File: config.mk
export PLATFORM = sky130hd
export DESIGN_NAME = sprite_compositor
export DESIGN_NICKNAME = d
export VERILOG_FILES = /design/src/rtl/sprite_compositor.sv
export SDC_FILE = /design/constraint.sdc
export NUM_CORES = 1
export LEC_CHECK = 0
export CAP_MARGIN = 20
export CORE_MARGIN = 5
export CORE_UTILIZATION = 49
export CTS_BUF_LIST = sky130_fd_sc_hd__clkbuf_2
export DETAILED_ROUTE_END_ITERATION = 7
export GPL_ROUTABILITY_DRIVEN = 0
export PLACE_DENSITY_LB_ADDON = 0.15
export SLEW_MARGIN = 10
export SYNTH_ARGS = -nofsm -noshare
export SYNTH_HDL_FRONTEND = slang
export SYNTH_SLANG_ARGS = --single-unit
export TNS_END_PERCENT = 5
File: constraint.sdc
create_clock -name clk -period 7.75 [get_ports clk]
set_input_delay 1.55 -clock clk [delete_from_list [all_inputs] [get_ports clk]]
set_output_delay 1.55 -clock clk [all_outputs]
set_load 0.05 [all_outputs]
File: src/rtl/sprite_compositor.sv
// sprite_compositor: per-channel bounds check and sprite ROM addressing,
// hit/valid alignment with the external ROM latency, lowest-index priority
// among opaque pixels, and per-frame collision flags for game logic.
module sprite_compositor #(
   parameter int         NUM_SPR     = 2,
   parameter int         SPR_W       = 150,
   parameter int         SPR_H       = 157,
   parameter int         OFS_W       = 15,
   parameter int         FRM_W       = 4,
   parameter int         ROM_LAT     = 1,
   parameter logic [7:0] TRANSPARENT = 8'hE3,
   parameter logic [7:0] BG_COLOR    = 8'h3B
) (
   input  logic                             clk,
   input  logic                             rst_n,
   input  logic                             pix_valid,
   input  logic [9:0]                       current_pixel_x,
   input  logic [9:0]                       current_pixel_y,
   input  logic                             frame_start,
   input  logic [NUM_SPR-1:0]               spr_en,
   input  logic [NUM_SPR-1:0]               spr_mirror,
   input  logic [NUM_SPR*10-1:0]            posx,
   input  logic [NUM_SPR*10-1:0]            posy,
   input  logic [NUM_SPR*FRM_W-1:0]         frame_idx,
   output logic [NUM_SPR*(FRM_W+OFS_W)-1:0] rom_addr,
   input  logic [NUM_SPR*8-1:0]             rom_q,
   output logic [7:0]                       data,
   output logic                             visible_flag,
   output logic                             out_valid,
   output logic                             collide,
   output logic [NUM_SPR-1:0]               collide_mask
);

   localparam int          AW      = FRM_W + OFS_W;
   localparam logic [10:0] SPR_W_X = 11'(SPR_W);
   localparam logic [10:0] SPR_H_X = 11'(SPR_H);
   localparam logic [31:0] SPR_W_U = 32'(SPR_W);

   // 11-bit coordinates so origin + size never wraps back onto the left/top edge
   logic [10:0]           pix_x, pix_y;
   logic [NUM_SPR-1:0]    hit_d;
   logic [AW-1:0]         addr_d [NUM_SPR];
   logic [NUM_SPR*AW-1:0] rom_addr_d, rom_addr_q;

   // index 0 is the address stage; index ROM_LAT lines up with rom_q
   logic [NUM_SPR-1:0]    hit_pipe_q [ROM_LAT+1];
   logic                  vld_pipe_q [ROM_LAT+1];

   logic [NUM_SPR-1:0]    opaque;
   logic                  coll_now;
   logic [7:0]            data_d, data_q;
   logic                  vis_d, vis_q, out_valid_q;
   logic                  collide_d, collide_q;
   logic [NUM_SPR-1:0]    mask_d, mask_q;

   assign pix_x = {1'b0, current_pixel_x};
   assign pix_y = {1'b0, current_pixel_y};

   for (genvar k = 0; k < NUM_SPR; k++) begin : g_ch
      logic [10:0]      px, py, rel_x, rel_y, col;
      logic [OFS_W-1:0] ofs;

      assign px       = {1'b0, posx[10*k +: 10]};
      assign py       = {1'b0, posy[10*k +: 10]};
      assign rel_x    = pix_x - px;
      assign rel_y    = pix_y - py;
      assign col      = spr_mirror[k] ? (SPR_W_X - 11'd1 - rel_x) : rel_x;
      assign ofs      = OFS_W'(32'(rel_y) * SPR_W_U + 32'(col));
      assign hit_d[k] = spr_en[k] & pix_valid
                      & (pix_x >= px) & (pix_x < px + SPR_W_X)
                      & (pix_y >= py) & (pix_y < py + SPR_H_X);
      assign addr_d[k] = {frame_idx[FRM_W*k +: FRM_W], ofs};
   end

   // address only moves on a hit, keeping the ROM bus quiet elsewhere
   always_comb begin
      rom_addr_d = rom_addr_q;
      for (int k = 0; k < NUM_SPR; k++) begin
         if (hit_d[k]) rom_addr_d[AW*k +: AW] = addr_d[k];
      end
   end

   // address register plus hit/valid delay line matching the ROM latency
   always_ff @(posedge clk) begin
      if (!rst_n) begin
         rom_addr_q <= '0;
         for (int i = 0; i <= ROM_LAT; i++) begin
            hit_pipe_q[i] <= '0;
            vld_pipe_q[i] <= 1'b0;
         end
      end else begin
         rom_addr_q    <= rom_addr_d;
         hit_pipe_q[0] <= hit_d;
         vld_pipe_q[0] <= pix_valid;
         for (int i = 1; i <= ROM_LAT; i++) begin
            hit_pipe_q[i] <= hit_pipe_q[i-1];
            vld_pipe_q[i] <= vld_pipe_q[i-1];
         end
      end
   end

   // opacity, lowest-index priority and collision update
   always_comb begin
      opaque = '0;
      for (int k = 0; k < NUM_SPR; k++) begin
         opaque[k] = hit_pipe_q[ROM_LAT][k] & (rom_q[8*k +: 8] != TRANSPARENT);
      end
      data_d = BG_COLOR;
      vis_d  = 1'b0;
      for (int k = NUM_SPR - 1; k >= 0; k--) begin
         if (opaque[k]) begin
            data_d = rom_q[8*k +: 8];
            vis_d  = 1'b1;
         end
      end
      // two or more bits set <=> clearing the lowest set bit leaves something
      coll_now  = vld_pipe_q[ROM_LAT] & (|(opaque & (opaque - NUM_SPR'(1))));
      collide_d = frame_start ? coll_now : (collide_q | coll_now);
      mask_d    = (frame_start ? '0 : mask_q) | (coll_now ? opaque : '0);
   end

   // output and sticky collision registers
   always_ff @(posedge clk) begin
      if (!rst_n) begin
         data_q      <= BG_COLOR;
         vis_q       <= 1'b0;
         out_valid_q <= 1'b0;
         collide_q   <= 1'b0;
         mask_q      <= '0;
      end else begin
         data_q      <= data_d;
         vis_q       <= vis_d;
         out_valid_q <= vld_pipe_q[ROM_LAT];
         collide_q   <= collide_d;
         mask_q      <= mask_d;
      end
   end

   assign rom_addr     = rom_addr_q;
   assign data         = data_q;
   assign visible_flag = vis_q;
   assign out_valid    = out_valid_q;
   assign collide      = collide_q;
   assign collide_mask = mask_q;

endmodule

**Word-level counts from Yosys, hierarchy flattened**

Memory sizes are Yosys's and may differ from the RTL's.
Cells that the tools add are included.

- Bitwise logic cells: 20
- Muxes and demuxes: 15
- Add/subtract/negate cells: 13
- Reductions and logical operators: 1
- Equal/unequal tests: 2
- Magnitude comparators: 8
- Multiply operators: 2

Operators by type and width:

| cell | number |
|---|---|
| $add A10 B8 Y11 const B | 4 |
| $lt A10 B11 Y1 | 4 |
| $sub A10 B10 Y11 | 4 |
| $ge A10 B10 Y1 | 4 |
| $add A15 B11 Y15 | 2 |
| $mul A11 B7 Y14 const B | 2 |
| $mux W11 | 2 |
| $sub A8 B11 Y11 const A | 2 |
| $mux W8 | 2 |
| $ne A8 B8 Y1 const B | 2 |
| $and A1 B1 Y1 | 13 |
| $mux W2 | 4 |
| $mux W1 | 7 |
| $or A1 B1 Y1 | 5 |
| $and A2 B2 Y2 | 1 |
| $or A2 B2 Y2 | 1 |
| $reduce_or A2 Y1 | 1 |
| $sub A2 B1 Y2 const B | 1 |

- Memories kept: 2
- Register bits: 51
- Logic and storage cells: 70
- Memory bits (writable): 6

Memories:

| name | words | width | rd ports | clocked after Yosys merged registers in | wr ports | RTL line | RTL |
|---|---|---|---|---|---|---|---|
| hit_pipe_q | 2 | 2 | 2 | 0 | 2 | 46 | `logic [NUM_SPR-1:0] hit_pipe_q [ROM_LAT+1];` |
| vld_pipe_q | 2 | 1 | 2 | 0 | 2 | 47 | `logic vld_pipe_q [ROM_LAT+1];` |

**Depth between registers and ports, before layout**

- Depth after elaboration: 8
- Depth in mapped cells: 27

**Worst setup path after synthesis**

OpenSTA, ideal clock, no wires.

- Path kind: in2reg
- From: input current_pixel_y[0]
- To: register rom_addr_q[33] (netlist: rom_addr[33])
- Cell stages on the path: 22
- Arrival: 6610 ps
- Path buffers: 0
- Setup slack: 1007 ps
- Required time: 7617 ps
- Cells stage by stage: inv_1 -> ha_1 -> inv_1 -> fa_1 -> a21oi_1 -> o21ai_1 -> a2111oi_0 -> or3_1 -> xnor2_1 -> ha_1 -> ha_1 -> fa_1 -> inv_1 -> fa_1 -> inv_1 -> ha_1 -> a21o_1 -> and4_1 -> or3_1 -> and4_1 -> o2111ai_1 -> o311ai_1

- Word-level cells in the longest chain between the ends: 3

RTL lines:

| item | RTL line | RTL |
|---|---|---|
| from (decl) | 18 | `input logic [9:0] current_pixel_y,` |
| $sub A10 B10 Y11 or $ge A10 B10 Y1 (tied branches) | 66, 71 |  |
| $mul A11 B7 Y14 or $and A1 B1 Y1 (tied branches) | 68, 71 |  |
| $add A15 B11 Y15 or $and A1 B1 Y1 (tied branches) | 68, 71 |  |
| to (signal assigned) | 92 | `rom_addr_q <= rom_addr_d;` |
| to (decl) | 43 | `logic [NUM_SPR*AW-1:0] rom_addr_d, rom_addr_q;` |

Several ways; a longest one is shown, not always the timed one.
A chain may end at the register's enable or synchronous reset.

**Final worst setup path**

- From: input posy[0]
- To: register rom_addr_q[14] (netlist: rom_addr[14])

- Word-level cells in the longest chain between the ends: 3

RTL lines:

| item | RTL line | RTL |
|---|---|---|
| from (decl) | 23 | `input logic [NUM_SPR*10-1:0] posy,` |
| $sub A10 B10 Y11 (tied with other cells) | 66 | `assign rel_y = pix_y - py;` |
| $mul A11 B7 Y14 (tied with other cells) | 68 | `assign ofs = OFS_W'(32'(rel_y) * SPR_W_U + 32'(col));` |
| $add A15 B11 Y15 or $and A1 B1 Y1 (tied branches) | 68, 71 |  |

Several ways; a longest one is shown, not always the timed one.

==> report_table.html <==
<table>
<tr><th>Metric</th><th>Value</th></tr>
<tr><th colspan="2">Outcome</th></tr>
<tr><td>Status</td><td>finished clean</td></tr>
<tr><th colspan="2">CTS</th></tr>
<tr><td>Clock tree from TritonCTS</td><td>built</td></tr>
<tr><td>Clock-pin transition on the worst setup and hold timing paths</td><td>0.20 ns</td></tr>
<tr><td>Resize count post-CTS</td><td>0</td></tr>
<tr><td>CTS Sinks</td><td>57</td></tr>
<tr><td>Number of levels the H-tree was split into</td><td>3</td></tr>
<tr><td>Setup repair bufs after CTS</td><td>0</td></tr>
<tr><td>Total clock buffers created by CTS</td><td>9</td></tr>
<tr><td>Number of buffers on the longest clock path</td><td>2</td></tr>
<tr><td>Source-to-sink clock delay at the later pin of the worst-skew pair</td><td>0.51 ns</td></tr>
<tr><td>Number of buffers added to fix hold violations after cts</td><td>0</td></tr>
<tr><td>Library cell used as clock root buffer</td><td>clkbuf_2</td></tr>
<tr><th colspan="2">Die</th></tr>
<tr><td>Die height</td><td>between 100 and 150 um</td></tr>
<tr><td>Initial standard-cell utilization of the core</td><td>around 50%</td></tr>
<tr><td>Number of ports placed on the die boundary</td><td>143</td></tr>
<tr><td>Standard cell core area</td><td>0.01858 mm^2</td></tr>
<tr><td>DIE AREA</td><td>around 0.022 mm^2</td></tr>
<tr><td>Die extent in x</td><td>around 150 um</td></tr>
<tr><td>Row count</td><td>50</td></tr>
<tr><th colspan="2">Synthesis</th></tr>
<tr><td>Post-Syn Nets</td><td>1428</td></tr>
<tr><td>Largest family of logic cells by synthesized area</td><td>adder cells</td></tr>
<tr><td>Per-instance average area after synthesis</td><td>around 8 um^2</td></tr>
<tr><td>Portion of netlist area occupied by mux cells</td><td>between 2 and 3%</td></tr>
<tr><td>Cell accounting for the most synthesized area</td><td>ha_1</td></tr>
<tr><td>Most frequent cells after synthesis</td><td>ha_1 (176), inv_1 (155), xnor2_1 (97)</td></tr>
<tr><td>Fraction of synthesized cell area taken by the top area cell type</td><td>24.01%</td></tr>
<tr><td>Post-synthesis compound-gate area fraction</td><td>20.30%</td></tr>
<tr><td>Synth Warn #</td><td>0</td></tr>
<tr><td>Number of register bits inferred by synthesis</td><td>57</td></tr>
<tr><td>Adder-cell share of the synthesized area</td><td>just over 30%</td></tr>
<tr><td>Most used standard cell by instance count after synthesis</td><td>ha_1</td></tr>
<tr><td>Count of cell types in the netlist</td><td>75</td></tr>
<tr><td>Simple-gate share of the synthesized area</td><td>15.18%</td></tr>
<tr><td>Netlist Area Pre-Place</td><td>around 0.0092 mm^2</td></tr>
<tr><td>Top FF cell, synth</td><td>dfxtp_1</td></tr>
<tr><td>Synthesized netlist cell count</td><td>roughly 1100</td></tr>
<tr><td>Xor and xnor fraction of the mapped netlist area</td><td>11.61%</td></tr>
<tr><td>Top post-synthesis cells by area</td><td>ha_1 (24%), dfxtp_1 (12%), xnor2_1 (9.3%)</td></tr>
<tr><td>Post-synth EDFFs</td><td>0</td></tr>
<tr><td>Asr flop ratio synth</td><td>0%</td></tr>
<tr><td>Post-synthesis sequential area ratio</td><td>about an eighth</td></tr>
<tr><th colspan="2">Detailed routing</th></tr>
<tr><td>Wire length per cell</td><td>roughly 15 um</td></tr>
<tr><td>Detailed-router iteration count before antenna repair</td><td>5</td></tr>
<tr><td>Avg Vias per Cell</td><td>5.492</td></tr>
<tr><td>Number of DRC markers after the initial detailed-route iteration</td><td>400</td></tr>
<tr><td>Routed Antenna Nets</td><td>0</td></tr>
<tr><td>Routed via count</td><td>roughly 8400</td></tr>
<tr><td>Post-detailed-routing wire length</td><td>between 20 and 25 mm</td></tr>
<tr><td>Residual DRC count</td><td>0</td></tr>
<tr><th colspan="2">Power and ir drop</th></tr>
<tr><td>Switching part of the total</td><td>about 52%</td></tr>
<tr><td>Reported leakage power</td><td>just over 5 nW</td></tr>
<tr><td>Cell-internal power</td><td>2.567 mW</td></tr>
<tr><td>Clock Power Share</td><td>between 4 and 5%</td></tr>
<tr><td>Total power density per cell area</td><td>just under 500 mW/mm^2</td></tr>
<tr><td>IR drop worst, VDD</td><td>0.6920 mV</td></tr>
<tr><td>Combinational group share of total power</td><td>~90%</td></tr>
<tr><td>Power Total</td><td>approximately 5.3 mW</td></tr>
<tr><td>Sequential fraction of design power</td><td>around 5.9%</td></tr>
<tr><td>Switching pwr</td><td>about 2.8 mW</td></tr>
<tr><th colspan="2">Critical path</th></tr>
<tr><td>Cell with the largest stage delay on the worst path</td><td>clkdlybuf4s50_1</td></tr>
<tr><td>Crit path kind</td><td>in -&gt; reg</td></tr>
<tr><td>Category of the worst setup path launch point</td><td>input pin</td></tr>
<tr><td>Register-to-register setup slack</td><td>~6.4 ns</td></tr>
<tr><td>Required time at the endpoint of the critical path</td><td>slightly above 8 ns</td></tr>
<tr><td>Startpoint of the worst setup timing path</td><td>posy[0]</td></tr>
<tr><td>Number of buffers and inverters on the critical path</td><td>4</td></tr>
<tr><td>Arrival time at the worst endpoint</td><td>~7.5 ns</td></tr>
<tr><td>Max Fanout on Critical Path</td><td>5</td></tr>
<tr><td>Number of cells on the worst reg-to-reg path</td><td>3</td></tr>
<tr><td>Family with the most delay on the worst path</td><td>adder cells</td></tr>
<tr><td>Reg-to-reg critical path endpoint</td><td>data[2]$_SDFF_PN0_</td></tr>
<tr><td>Largest stage delay on the critical path</td><td>0.57 ns</td></tr>
<tr><td>Nature of the critical path endpoint</td><td>flop</td></tr>
<tr><td>Cell with the most instances on the worst path</td><td>ha_1</td></tr>
<tr><td>FF-to-FF Start</td><td>hit_pipe_q[0][2]$_SDFF_PN0_</td></tr>
<tr><th colspan="2">Global route</th></tr>
<tr><td>GR Overflow Total</td><td>0</td></tr>
<tr><td>Via count of the first global-routing pass</td><td>7905</td></tr>
<tr><td>Initial antenna violation count</td><td>1</td></tr>
<tr><td>Wire length of the first global-routing pass</td><td>37.83 mm</td></tr>
<tr><td>Maximum number of pins on one net before global-route repair</td><td>28</td></tr>
<tr><td>Overall track demand over capacity in global routing</td><td>20.78%</td></tr>
<tr><th colspan="2">Min path</th></tr>
<tr><td>Classification of the worst-slack hold path</td><td>reg -&gt; reg</td></tr>
<tr><td>Capture endpoint of the worst hold path</td><td>hit_pipe_q[0][3]$_SDFF_PN0_</td></tr>
<tr><td>Number of cells traversed by the worst hold path</td><td>1</td></tr>
<tr><td>Launch instance of the worst min-delay path</td><td>hit_pipe_q[0][1]$_SDFF_PN0_</td></tr>
<tr><th colspan="2">Finish</th></tr>
<tr><td>Multi-input gate area</td><td>~0.0074 mm^2</td></tr>
<tr><td>Filler Cells Inserted</td><td>about 1700</td></tr>
<tr><td>Synth-to-Final Area Change</td><td>20.71%</td></tr>
<tr><td>Proportion of layout cells with a drive suffix above 1</td><td>under 10%</td></tr>
<tr><td>FF+latch area</td><td>about 0.0011 mm^2</td></tr>
<tr><td>Final nets</td><td>about 1600</td></tr>
<tr><th colspan="2">Placement</th></tr>
<tr><td>PortBufs</td><td>142</td></tr>
<tr><td>DP Wirelength</td><td>19.24 mm</td></tr>
<tr><th colspan="2">Timing</th></tr>
<tr><td>Share of the clock period used by the worst path</td><td>91.72%</td></tr>
<tr><td>Number of slew-limit violations in the final report</td><td>0</td></tr>
<tr><td>Total count of hold-check failures in the final report</td><td>0</td></tr>
<tr><td>Total negative slack for setup checks</td><td>0 ns</td></tr>
<tr><td>Final worst path period need</td><td>a little over 7 ns</td></tr>
<tr><td>Clock tree skew after final layout</td><td>between 0.03 and 0.04 ns</td></tr>
<tr><td>Upper clock frequency limit</td><td>around 140 MHz</td></tr>
<tr><td>Finish-stage setup viols</td><td>0</td></tr>
<tr><td>Setup repair after global routing missed its margin</td><td>false</td></tr>
<tr><td>Tightest slew margin relative to the limit</td><td>32.66%</td></tr>
<tr><td>Actual transition at the worst max-transition pin</td><td>around 1.0 ns</td></tr>
<tr><th colspan="2">Job</th></tr>
<tr><td># Max-Cap Violations</td><td>0</td></tr>
</table>
[kinds of logic (layout without fill, tap and decap cells)]
group,after synthesis,in the layout
DFF,57,57
xor gates and xnor gates,120,120
buffers and inverters,172,329
other,0,1
muxes,23,23
adders and majority gates,206,206
and+or+nand+nor,285,285
AOI/OAI and AO/OA,267,267
[state kept, by name, summed over array words and instances (netlist names)]
register / flops
vld_pipe_q: 2
hit_pipe_q: 4
rom_addr: 38
visible_flag: 1
out_valid: 1
collide_mask: 2
collide: 1
data: 8
[cell usage in the layout (no fill, tap or decap), types with 10 or more instances in the layout]
cell type and n:
o21a_1 24, fa_1 30, xnor2_1 97, a21o_1 20, a21oi_1 63, ha_1 176
buf_4 15, clkdlybuf4s50_1 142, inv_1 155, a31oi_1 10, dfxtp_1 57, o2111ai_1 10
nand2_1 58, xor2_1 22, nor3_1 34, o211ai_1 11, and3_1 10, mux2i_1 22
nor2b_1 19, nand3_1 38, or3_1 10, nor2_1 78, o21ai_0 45
[through the flow]
stage          worst slack, ns  util (%)  hold slack [ns]  cells  instance area (um^2)
4_1_cts                 0.6442     59.57           0.4384   1521                 11070
5_1_grt                 0.2340     59.58           0.4394   1522                 11070
2_1_floorplan            1.007         -           0.4119   1130                  9171
3_3_place_gp            0.2325     58.78           0.4151   1505                 10920
3_5_place_dp           0.07811     58.78           0.4223   1505                 10920
6_report                0.6421     59.58           0.4363   1522                 11070
[how the worst max path moves through the flow]
stage / endpoint / slack, ns / depth (start not counted)
after floorplan: rom_addr[33]$_SDFFE_PN0P_ / 1.01 / 22
after global placement: rom_addr[14]$_SDFFE_PN0P_ / 0.23 / 26
after detailed placement: rom_addr[14]$_SDFFE_PN0P_ / 0.08 / 26
after CTS: rom_addr[14]$_SDFFE_PN0P_ / 0.64 / 26
after global routing: rom_addr[14]$_SDFFE_PN0P_ / 0.23 / 26
final: rom_addr[14]$_SDFFE_PN0P_ / 0.64 / 26
[worst reg2reg max path, cell delays in order (launching register included)]
cell and delay [ns]:
dfxtp_1 0.44, o41ai_2 0.10, a21oi_1 0.52, a21boi_0 0.23
[layer usage]
| layer | routed length, um | vias up | track usage [%] |
|---|---|---|---|
| met3 | 1028 | 28 | 3.239 |
| li1 | - | 4315 | - |
| met4 | 349 | 0 | 3.904 |
| met1 | 10980 | 3827 | 28.79 |
| met2 | 10370 | 189 | 34.52 |
| met5 | 0 | - | 0 |
[power by group through the flow]
stage          logic (mW)  clock network (mW)  registers, mW
2_1_floorplan        3.84                   0          0.372
3_3_place_gp         4.70                   0          0.322
3_5_place_dp         4.73                   0          0.323
4_1_cts              4.76               0.248          0.317
5_1_grt              5.41               0.264          0.319
6_report             4.77               0.243          0.316
[cell type report]
| class | count | area share [%] |
|---|---|---|
| Inverter | 156 | 5.289 |
| Tap cell | 234 | 2.645 |
| Timing Repair Buffer | 157 | 13.86 |
| Clock inverter | 7 | 0.9155 |
| Multi-Input combinational cell | 901 | 66.56 |
| Sequential cell | 57 | 10.31 |
| Clock buffer | 9 | 0.4069 |
| Antenna cell | 1 | 0.02260 |
Power figures use the tool's default switching activity.
==> RTL edit 1, RTL diff (same settings) <==
The parameter `FRM_W` goes from 4 to 6.
--- a/src/rtl/sprite_compositor.sv
+++ b/src/rtl/sprite_compositor.sv
@@ -6,7 +6,7 @@
    parameter int         SPR_W       = 150,
    parameter int         SPR_H       = 157,
    parameter int         OFS_W       = 15,
-   parameter int         FRM_W       = 4,
+   parameter int         FRM_W       = 6,
    parameter int         ROM_LAT     = 1,
    parameter logic [7:0] TRANSPARENT = 8'hE3,
    parameter logic [7:0] BG_COLOR    = 8'h3B
Interface: changed (resized frame_idx and rom_addr); port bits go from 143 to 151. The function was not compared with the original's and may differ.
==> RTL edit 1 against the unedited design <==
- clock power fell by 27%
- total power up 1.2%
- sequential cell count increased by 4
- wire length about the same
- setup slack worse by 83 ps
- synthesized area fell by 0.34%
- final cell count shrank 0.72%
- cell area rose by 0.10%
- critical path type unchanged
- first-iteration DRC count decreased by 38%
==> RTL edit 1: results (changes against the unedited design) <==
Vias=8052 (was 8359); run status=complete, no violations (unchanged); final net count=1573 (was 1580); # clk buffers=10 (was 9); flop-to-flop setup slack=6380 ps (was 6410 ps); Critical Path Fanout Max=6 (was 5); final setup margin=559.2 ps (was 642.1 ps); Via density=5.329 (was 5.492); clock sink count=61 (was 57); leakage power=5.390 nW (was 5.144 nW); met1 usage=25.70% (was 28.79%); per-cell routed wire length=15.04 um (was 14.93 um); clock-cell share of area=0.8129% (was 1.322%); first-pass GRT wire length=37270 um (was 37830 um); Unique masters post-synth=69 (was 75); top post-synthesis cells by count=ha_1 (176), inv_1 (154), xnor2_1 (96) (was ha_1 (176), inv_1 (155), xnor2_1 (97)); critical path data arrival time=7680 ps (was 7510 ps); DP Cell Count=1494 (was 1505); Critical Path Start=current_pixel_y[1] (was posy[0]); Max Clock Skew=20.98 ps (was 32.44 ps); Fillers=1739 (was 1679); placed cell area=10990 sq um (was 10920 sq um); sequential element share of the synthesized area=13.36% (was 12.44%); First DRT Iteration DRCs=250 (was 400); Synth Instances=1108 (was 1130); Worst Tran Pin Value=793.1 ps (was 1010 ps); area occupied by multi-input gates=7283 sq um (was 7368 sq um); fin util=59.84% (was 59.58%); multi-input gate count=879 (was 901)
-- RTL edit 1: cell count changes after synthesis, sizes merged, moves of 9 or more --
cell   delta
mux2i    +22
nor3      -9
nand2    +10
nor2     +12
o21a     -10
nand3    -11
-- RTL edit 1: power by group through the flow --
stage	Combinational, mW	Sequential (mW)	Clock, mW
after floorplan	3.88	0.411	0
after global placement	4.81	0.349	0
after detailed placement	4.86	0.349	0
after CTS	4.90	0.343	0.191
after global routing	5.50	0.345	0.202
final	4.87	0.342	0.177
-- RTL edit 1: cells by family after synthesis --
| group | share of synthesized area (%) |
|---|---|
| compound gates | 16.71 |
| xor+xnor | 12.98 |
| fa+ha+maj | 30.66 |
| buf+inv | 7.050 |
| flops | 13.36 |
| mux | 4.819 |
| simple gates | 14.41 |
-- RTL edit 1: metal layers --
metal | routed length (um) | part of all wire [%]
met1 | 10180 | 45
met2 | 11130 | 49
met3 | 835 | 3.7
met4 | 584 | 2.6
met5 | 0 | 0
==> RTL edit 2, RTL diff (config.mk and constraints unchanged) <==
Made on the original files. `rom_addr_q` no longer has a reset.
--- a/src/rtl/sprite_compositor.sv
+++ b/src/rtl/sprite_compositor.sv
@@ -83,13 +83,11 @@
    // address register plus hit/valid delay line matching the ROM latency
    always_ff @(posedge clk) begin
       if (!rst_n) begin
-         rom_addr_q <= '0;
          for (int i = 0; i <= ROM_LAT; i++) begin
             hit_pipe_q[i] <= '0;
             vld_pipe_q[i] <= 1'b0;
          end
       end else begin
-         rom_addr_q    <= rom_addr_d;
          hit_pipe_q[0] <= hit_d;
          vld_pipe_q[0] <= pix_valid;
          for (int i = 1; i <= ROM_LAT; i++) begin
@@ -97,6 +95,10 @@
             vld_pipe_q[i] <= vld_pipe_q[i-1];
          end
       end
+   end
+
+   always_ff @(posedge clk) begin
+      rom_addr_q <= rom_addr_d;
    end
 
    // opacity, lowest-index priority and collision update
Behaviour: not the same (a bounded check fails within 4 cycles, from zero or initial values and one cycle with rst_n low).
==> RTL edit 2 against the unedited design <==
- total power fell by 0.22%
- synthesized area fell by 5.0%
- sequential cell count did not move
- sequential power rose by 91%
- cell area fell by 3.4%
- sequential share of layout area rose by 3.9 points
- wire length fell by 14%
- register-to-register slack got worse by 180 ps
- clock power fell by 25%
- setup slack got worse by 100 ps
==> RTL edit 2: results (changes against the unedited design) <==
CTS root buf=clkbuf_2 (unchanged); share of layout cells above drive strength 1=5.465% (was 4.351%); Final setup violation count=0 (unchanged); H-tree levels=3 (unchanged); Avg Inst Size Synth=8.785 sq um (was 8.116 sq um); met1 usage=27.69% (was 28.79%); Synth Flop Type=edfxtp_1 (was dfxtp_1); final net count=1464 (was 1580); Vias=7251 (was 8359); # port buffers=142 (unchanged); grt met2 use=29.39% (was 34.52%); First DRT Iteration DRCs=269 (was 400); sequential element share of the synthesized area=17.46% (was 12.44%); initial antenna violation count=2 (was 1); Post-CTS Setup Repair Bufs=0 (unchanged); CTS Buf Count=9 (unchanged); DP Cell Count=1380 (was 1505); HP Class=register to register (unchanged); Unique masters post-synth=71 (was 75); Worst Tran Pin Value=760.6 ps (was 1010 ps); number of global-route vias before repair=6983 (was 7905); Max Clock Skew=41.83 ps (was 32.44 ps); Warnings, synthesis=0 (unchanged); # resized after CTS=0 (unchanged); Post-DP HPWL=16760 um (was 19240 um); maximum vdd drop=0.0004947 V (was 0.0006920 V); CP top delay family=adder cells (unchanged); Synth async-reset ratio=0% (unchanged); Area contributors post-synth=ha_1 (25%), edfxtp_1 (13%), xnor2_1 (8.8%), fa_1 (6.9%), inv_1 (6.6%) (was ha_1 (24%), dfxtp_1 (12%), xnor2_1 (9.3%), fa_1 (6.5%), inv_1 (6.3%)); CTS max path bufs=2 (unchanged); slowest CP cell=clkdlybuf4s50_1 (unchanged); post-synthesis net count=1290 (was 1428); Via density=5.190 (was 5.492); largest net degree at the start of global routing=21 (was 28); per-cell routed wire length=14.01 um (was 14.93 um); met3 usage=3.694% (was 3.239%); slowest stage delay, CP=540 ps (was 570 ps); GR Util All Layers=19.24% (was 20.78%); clk_lat worst skew=580 ps (was 510 ps); max FFs per register=38 (unchanged); drt pass-1 iters=5 (unchanged); leakage power=4.904 nW (was 5.144 nW); first-pass GRT wire length=32350 um (was 37830 um); run status=complete, no violations (unchanged); Critical Path Fanout Max=3 (was 5); CTS clk-pin slew, worst paths=240 ps (was 200 ps); top post-synthesis cells by count=ha_1 (176), inv_1 (154), xnor2_1 (88) (was ha_1 (176), inv_1 (155), xnor2_1 (97)); number of synthesized flops with an enable pin=38 (was 0)
[RTL edit 2: cells by family (layout without fill, tap and decap cells)]
kind of cell	after synthesis	in the layout	share of synthesized area, %
AOI/OAI and AO/OA	232	232	18.25
and+or+nand+nor	209	209	11.82
adders and majority gates	206	206	32.16
buffers and inverters	159	338	6.863
xor gates and xnor gates	124	124	12.88
DFF	57	57	17.46
muxes	5	5	0.5743
other	0	1	0
[RTL edit 2: layout make-up]
cell class	count	area, sq um
fillers	1595	6659
well taps	225	281.5
repair buffers	168	1617
multi-input cells	776	6606
clock buffers	9	45.04
inverters	154	578.1
clock inverters	7	46.29
flip-flops and latches	57	1521
diodes	1	2.502
[RTL edit 2: metrics by stage]
step / setup slack (ps) / area (sq um) / total power [mW] / setup TNS (ps) / hold slack [ps]
after floorplan: 438.4 / 8715 / 4.180 / 0 / 405.7
after global placement: -11.07 / 10600 / 5.026 / -11.07 / 409.6
after detailed placement: -73.84 / 10600 / 5.113 / -73.84 / 414.6
after CTS: 585.7 / 10700 / 5.335 / 0 / 464.5
after global routing: 160.5 / 10700 / 5.969 / 0 / 469.2
final: 537.4 / 10700 / 5.317 / 0 / 457.5
[RTL edit 2: worst register-to-register path, cell delays in order, from the launching register on]
cell     delay, ps
dfxtp_1        450
o41ai_4        210
a21oi_1        580
nand3_1        160
[RTL edit 2: per-layer routing]
layer	vias up	part of all wire, %
met1	3254	51
met5	-	0.066
met3	22	6.0
met2	159	41
met4	2	2.1
li1	3814	-
[RTL edit 2: worst paths after layout]
path	start	to	slack (ps)	cells after the start
worst max-delay path	posy[0]	rom_addr[14]$_DFFE_PP_	540	26
worst min-delay path	hit_pipe_q[0][1]$_SDFF_PN0_	hit_pipe_q[0][3]$_SDFF_PN0_	460	1
worst max register to register	hit_pipe_q[0][2]$_SDFF_PN0_	data[4]$_SDFF_PN1_	6230	3
worst min register to register	hit_pipe_q[0][1]$_SDFF_PN0_	hit_pipe_q[0][3]$_SDFF_PN0_	460	1
[RTL edit 2: where the power goes]
| part | total (mW) | switching [mW] | internal (mW) | leakage (nW) |
|---|---|---|---|---|
| Clock | 0.183 | 0.142 | 0.0410 | 0.0541 |
| Combinational | 4.53 | 2.37 | 2.16 | 4.35 |
| Sequential | 0.605 | 0.00522 | 0.599 | 0.498 |
